**src/rtl/uart9_pkg.sv**
```systemverilog
// uart9_pkg: shared types and frame constants for the 9-bit UART path
package uart9_pkg;
    typedef enum logic [2:0] {IDLE, START, DATA, STOP, WAIT_IDLE} uart_rx_state_t;
    localparam int UART9_DATA_BITS  = 9;
    localparam int UART9_FRAME_BITS = 11;
    localparam int UART9_ADDR_BIT   = 8;
endpackage

```
**src/rtl/uart_sync2.sv**
```systemverilog
// uart_sync2: two-flop synchronizer for an asynchronous single-bit input
module uart_sync2 #(
    parameter logic RST_VAL = 1'b1
) (
    input  logic clk,
    input  logic rst,
    input  logic d_i,
    output logic q_o
);
    logic meta_q, sync_q;
    always_ff @(posedge clk) begin
        if (rst) begin
            meta_q <= RST_VAL;
            sync_q <= RST_VAL;
        end else begin
            meta_q <= d_i;
            sync_q <= meta_q;
        end
    end
    assign q_o = sync_q;
endmodule

```
**src/rtl/uart_rx9.sv**
```systemverilog
// uart_rx9: oversampling receiver for 11-bit frames (start, 9 data LSB-first, stop)
// presenting a 9-bit word with a one-cycle valid or frame-error strobe
module uart_rx9
    import uart9_pkg::*;
#(
    parameter int CLKS_PER_BIT = 16
) (
    input  logic                       clk,
    input  logic                       rst,
    input  logic                       rx,
    output logic [UART9_DATA_BITS-1:0] dout,
    output logic                       dout_valid,
    output logic                       frame_err,
    output logic                       busy
);
    localparam int CW = $clog2(CLKS_PER_BIT);
    localparam logic [CW-1:0] HALF_END = CW'(CLKS_PER_BIT / 2 - 1);
    localparam logic [CW-1:0] BIT_END  = CW'(CLKS_PER_BIT - 1);
    localparam logic [3:0]    LAST_BIT = 4'(UART9_DATA_BITS - 1);

    uart_rx_state_t state_q, state_d;
    logic [CW-1:0] cnt_q, cnt_d;
    logic [3:0] bit_q, bit_d;
    logic [UART9_DATA_BITS-1:0] shift_q, shift_d, dout_q, dout_d;
    logic valid_q, valid_d, ferr_q, ferr_d;
    logic rx_s, tick, stop_tick;

    uart_sync2 #(.RST_VAL(1'b1)) u_sync (
        .clk (clk),
        .rst (rst),
        .d_i (rx),
        .q_o (rx_s)
    );

    // START waits half a bit so every later sample lands mid-bit
    assign tick      = cnt_q == (state_q == START ? HALF_END : BIT_END);
    assign stop_tick = state_q == STOP && tick;

    always_ff @(posedge clk) begin
        if (rst) begin
            state_q <= IDLE;
            cnt_q   <= '0;
            bit_q   <= '0;
            shift_q <= '0;
            dout_q  <= '0;
            valid_q <= 1'b0;
            ferr_q  <= 1'b0;
        end else begin
            state_q <= state_d;
            cnt_q   <= cnt_d;
            bit_q   <= bit_d;
            shift_q <= shift_d;
            dout_q  <= dout_d;
            valid_q <= valid_d;
            ferr_q  <= ferr_d;
        end
    end

    always_comb begin
        state_d = state_q;
        case (state_q)
            IDLE:      state_d = rx_s ? IDLE : START;
            START:     if (tick) state_d = rx_s ? IDLE : DATA;
            DATA:      if (tick && bit_q == LAST_BIT) state_d = STOP;
            STOP:      if (tick) state_d = rx_s ? IDLE : WAIT_IDLE;
            WAIT_IDLE: if (rx_s) state_d = IDLE;
            default:   state_d = IDLE;
        endcase
    end

    always_comb begin
        cnt_d   = (state_q inside {START, DATA, STOP} && !tick) ? cnt_q + CW'(1) : '0;
        bit_d   = state_q == IDLE ? 4'd0 : (state_q == DATA && tick) ? bit_q + 4'd1 : bit_q;
        shift_d = shift_q;
        if (state_q == DATA && tick) shift_d[bit_q] = rx_s;
        dout_d  = (stop_tick && rx_s) ? shift_q : dout_q;
        valid_d = stop_tick && rx_s;
        ferr_d  = stop_tick && !rx_s;
    end

    assign dout       = dout_q;
    assign dout_valid = valid_q;
    assign frame_err  = ferr_q;
    assign busy       = state_q != IDLE;
endmodule

```
**config.mk**
```make
export PLATFORM = sky130hd
export DESIGN_NAME = uart_rx9
export DESIGN_NICKNAME = d
export VERILOG_FILES = /design/src/rtl/uart9_pkg.sv /design/src/rtl/uart_sync2.sv /design/src/rtl/uart_rx9.sv
export SDC_FILE = /design/constraint.sdc
export NUM_CORES = 1
export LEC_CHECK = 0
export CORE_MARGIN = 4
export CORE_UTILIZATION = 58
export CTS_CLUSTER_DIAMETER = 100
export DETAILED_ROUTE_END_ITERATION = 7
export DONT_BUFFER_PORTS = 1
export GPL_ROUTABILITY_DRIVEN = 0
export PLACE_DENSITY = 0.74
export SYNTH_ARGS = -nofsm -noshare
export SYNTH_HDL_FRONTEND = slang
export SYNTH_SLANG_ARGS = --single-unit
```
**constraint.sdc**
```tcl
create_clock -name clk -period 3 [get_ports clk]
set_input_delay 0.6 -clock clk [delete_from_list [all_inputs] [get_ports clk]]
set_output_delay 0.6 -clock clk [all_outputs]
set_load 0.05 [all_outputs]
```
### Yosys cells after proc, flatten, opt, wreduce, memory -nomap -nowiden

Cells that the tools add are included.

| storage, ports and cells | value |
|---|---|
| word-level logic and storage cells | 51 |
| input port bits | 3 |
| flip-flop bits (word level) | 33 |

| cells by class | value |
|---|---|
| magnitude comparators | 2 |
| bitwise operators | 1 |
| multiplexer cells | 12 |
| reduce and logical (&&, ||, !) cells | 15 |
| eq/ne operators | 10 |
| add/subtract/negate cells | 2 |

Operators by type and width:

| cell | count |
|---|---|
| two-way mux 3 bit | 5 |
| case mux 3 bit (5 select lines) | 1 |
| bitwise mux 9 bit | 1 |
| adder 4 x 1 -> 4 bit (second input constant) | 2 |
| logical AND 1 bit | 7 |
| == test 3 x 2 -> 1 bit (second input constant) | 2 |
| != test 2 bit (second input constant) | 3 |
| nonzero test 3 bit | 2 |
| < comparator 4 x 5 -> 1 bit (second input constant) | 1 |
| demux 1 bit (select 4 bit) | 1 |
| == test 4 bit | 1 |
| == test 4 bit (second input constant) | 1 |
| greater-or-equal comparator 4 x 1 -> 1 bit (second input constant) | 1 |
| two-way mux 4 bit | 1 |
| AND reduction 4 bit | 1 |
| OR reduction 2 bit | 2 |
| == test 3 x 1 -> 1 bit (second input constant) | 1 |
| == test 3 bit (second input constant) | 1 |
| logical NOT 3 bit | 1 |
| logical NOT 1 bit | 2 |
| two-way mux 1 bit | 2 |
| two-way mux 2 bit | 1 |
| != test 2 x 1 -> 1 bit (second input constant) | 1 |
| NOT 1 bit | 1 |

### Longest topological paths before layout

| depth | value |
|---|---|
| word-level depth | 7 |
| gate-level depth with buffers | 8 |
| gate-level depth less buffers | 6 |

### Modules after synthesis

From an unflattened synthesis, not the netlist that was laid out.

| unflattened totals | value |
|---|---|
| cells, all modules | 159 |
| area total of the unflattened synthesis | 1530.2 um^2 |

Modules (own cells, without submodules):

| module | sequential area each (um^2) | area an instance (um^2) | times used | cells an instance |
|---|---|---|---|---|
| uart_rx9 | 620.6 | 1477.7 | 1 | 155 |
| uart_sync2 | 40.0 | 52.6 | 1 | 4 |

### Least setup slack after synthesis

Ideal clock, no wire load.

| timing | value |
|---|---|
| kind | reg2out |
| start | reg state_q[1] |
| end | out busy |
| arrival | 1035 ps |
| setup slack | 1365 ps |
| stages on the path, launching flop included | 3 |
| cells stage by stage | dfxtp_1 buf_6 or3_2 |

| between the ends | value |
|---|---|
| longest elaborated chain between the ends | 1 |

RTL lines:

| what | line | source |
|---|---|---|
| start, declared | uart_rx9.sv:21 | `uart_rx_state_t state_q, state_d;` |
| start signal, assigned | uart_rx9.sv:49 | `state_q <= state_d;` |
| nonzero test 3 bit | uart_rx9.sv:84 | `assign busy = state_q != IDLE;` |
| end, declared | uart_rx9.sv:14 | `output logic busy` |

No other way between the ends.

### Worst setup path in the final report

| timing | value |
|---|---|
| start | reg state_q[2] |
| end | out busy |

Same word-level chain as after synthesis.

==> results.sh <==
export IMPL_antennaDiodeCount=0
export IMPL_grt_max_degree=29
export IMPL_syn_nets=163
export IMPL_via_count=1027
export IMPL_setup_violations=0
export IMPL_post_cts_buffers=0
export IMPL_rsz0062_at_grt="no"
export IMPL_met1_length_um=1113
export IMPL_crit_start="state_q[2]"
export IMPL_grt_usage_pct=15.26
export IMPL_hold_violations=0
export IMPL_drc=0
export IMPL_synth_edff_count=0
export IMPL_maxSlewHeadroom_pct=55.00
export IMPL_pin_count=15
export IMPL_startpoint_type="flip-flop"
export IMPL_layout_drive_gt1_share_pct=11.33
export IMPL_layout_common_cells="dfxtp_1 (33), nor2_1 (27), mux2i_1 (20)"
export IMPL_max_freq_ghz=0.4754
export IMPL_irDropWorstVdd_mv=0.4522
export IMPL_dr_wl_met2_um=1178
export IMPL_worstSetupEndpointType="output port"
export IMPL_wl_met3_um=121
export IMPL_topRoutingLayerUsed="met4"
export IMPL_ys_flop_type="dfxtp_1"
export IMPL_async_flop_share_pct=0
export IMPL_die_area_um2=3439
export IMPL_cts_buffers=5
export IMPL_drt_antenna_violating_nets=0
export IMPL_grt_pass1_vias=945
export IMPL_root_buffer="clkbuf_4"
export IMPL_postCtsHoldBufs=0
export IMPL_wl_um=2441
export IMPL_die_w_um=58.65
export IMPL_cts_sinks=33
export IMPL_fin_crit_sh_pct=70.11
export IMPL_power_density_nw_per_um2=523.5
export IMPL_hpwl_um=1652
export IMPL_tns_ps=0
export IMPL_worstPathArrival_ps=1500
export IMPL_cp_required_ps=2400
export IMPL_synth_seq_cells=33
export IMPL_worstPathMaxFanout=18
export IMPL_period_minus_slack_ps=2103
export IMPL_synthCells=155
export IMPL_die_h_um=58.65
export IMPL_rr_startpoint="cnt_q[0]"
export IMPL_ys_types=35
export IMPL_routed_via_density=5.706
export IMPL_cts_tree="yes"
export IMPL_synth_seq_area_share_pct=44.41
export IMPL_path_clk_slew_ps=110
export IMPL_cp_top_family="simple AND/OR/NAND/NOR gates"
export IMPL_drv_cap=0
export IMPL_hold_class="in -> reg"
export IMPL_path_cells="or3_2"
export IMPL_hold_path_startpoint="rst"
export IMPL_slowest_stage="or3_2"
export IMPL_crit_path_max_incr_delay_ps=670
export IMPL_syn_area_per_cell_um2=9.598
export IMPL_path_buf_inv=0
export IMPL_final_util_pct=62.39
export IMPL_tightest_slew_ps=665.7
export IMPL_io_buffer_count=0
export IMPL_num_rows=18
export IMPL_wire_per_inst_um=13.56
export IMPL_htreeDepth=2
export IMPL_static_leakage_power_nw=0.6346
export IMPL_nets=157
export IMPL_drtIter0Drc=25
export IMPL_yosysWarnings=0
export IMPL_clk_latency_ps=330
export IMPL_syn_to_final_growth_pct=2.944
export IMPL_report_final_slew_viol_count=0
export IMPL_ctsResizeCount=0
export IMPL_initial_core_util_pct=60.60
export IMPL_grt_pass1_wl_um=3933
export IMPL_gr_total_overflow=0
export IMPL_timing_worst_setup_path_type="reg -> out"
export IMPL_dr_pass1_iters=4
export IMPL_core_um2=2455
export IMPL_status="finished, final reports clean"
export IMPL_final_common_cell="dfxtp_1"
export IMPL_antenna_found_initial=0
export IMPL_synthesis_area_um2=1488
export IMPL_cts_path_max_buffers=2
export IMPL_final_setup_skew_ps=15.33
[logic make-up (layout without fill, tap and decap cells)]
| kind of cell | after synthesis | count (layout) | synth area share, % |
|---|---|---|---|
| buf+inv | 17 | 12 | 6.307 |
| compound gates | 4 | 4 | 2.271 |
| xor+xnor | 5 | 5 | 2.944 |
| simple gates | 70 | 70 | 25.65 |
| mux | 21 | 21 | 14.21 |
| fa+ha+maj | 5 | 5 | 4.205 |
| flops | 33 | 33 | 44.41 |
[stage by stage]
stage | instances | instance area [um^2] | setup slack (ps) | hold slack, ps | power [mW]
finish | 180 | 1531 | 896.7 | 323.1 | 0.8018
global route | 180 | 1531 | 712.3 | 301.0 | 0.8337
CTS | 180 | 1531 | 891.8 | 307.0 | 0.8118
detailed placement | 172 | 1446 | 934.1 | 402.7 | 0.4712
global placement | 172 | 1446 | 961.0 | 403.5 | 0.4710
floorplan | 155 | 1488 | 1365 | 389.5 | 0.4742
[worst paths after layout]
check / end / slack, ps / depth (start not counted)
worst min register to register: u_sync.q_o / 430 / 1
worst max register to register: dout[4] / 940 / 5
worst max-delay path: busy / 900 / 1
worst min-delay path: shift_q[3] / 320 / 1
[final cells by class]
class | instances | area (um^2)
Fill cell | 203 | 923.4
Multi-Input combinational cell | 105 | 733.2
Sequential cell | 33 | 660.6
Clock buffer | 7 | 55.05
Tap cell | 30 | 37.54
Clock inverter | 1 | 30.03
Inverter | 4 | 15.01
[flip-flops by register name (all words and copies together), names as in the netlist]
signal and flops:
bit_q 4, cnt_q 4, dout 9, dout_valid 1
frame_err 1, shift_q 9, state_q 3, u_sync.meta_q 1
u_sync.q_o 1
[routing by layer]
| metal | global-route usage (%) | up-vias |
|---|---|---|
| li1 | - | 516 |
| met1 | 17.17 | 492 |
| met2 | 24.56 | 14 |
| met3 | 7.456 | 5 |
| met4 | 6.472 | 0 |
| met5 | 0 | - |
[cell usage after synthesis, types with 3 or more instances]
master     n  area [um^2]
nand2_1    3        11.26
ha_1       5        62.56
mux2i_1   20        200.2
nor4b_1    3        26.28
nor2_1    27        101.4
dfxtp_1   33        660.6
xnor2_1    4        35.03
inv_1      4        15.01
clkbuf_1   5        18.77
nor3_1     6        30.03
buf_4      3        22.52
nand3_1   11        55.05
or2_2      3        18.77
nor4_1     3        18.77
[power breakdown]
group / total, mW / switching [mW] / leakage (nW) / internal [mW]
clock network: 0.341 / 0.142 / 0.0455 / 0.199
logic: 0.0155 / 0.00825 / 0.323 / 0.00730
registers: 0.446 / 0.00543 / 0.266 / 0.440
total: 0.802 / 0.155 / 0.635 / 0.646
(Power assumes the default switching activity.)
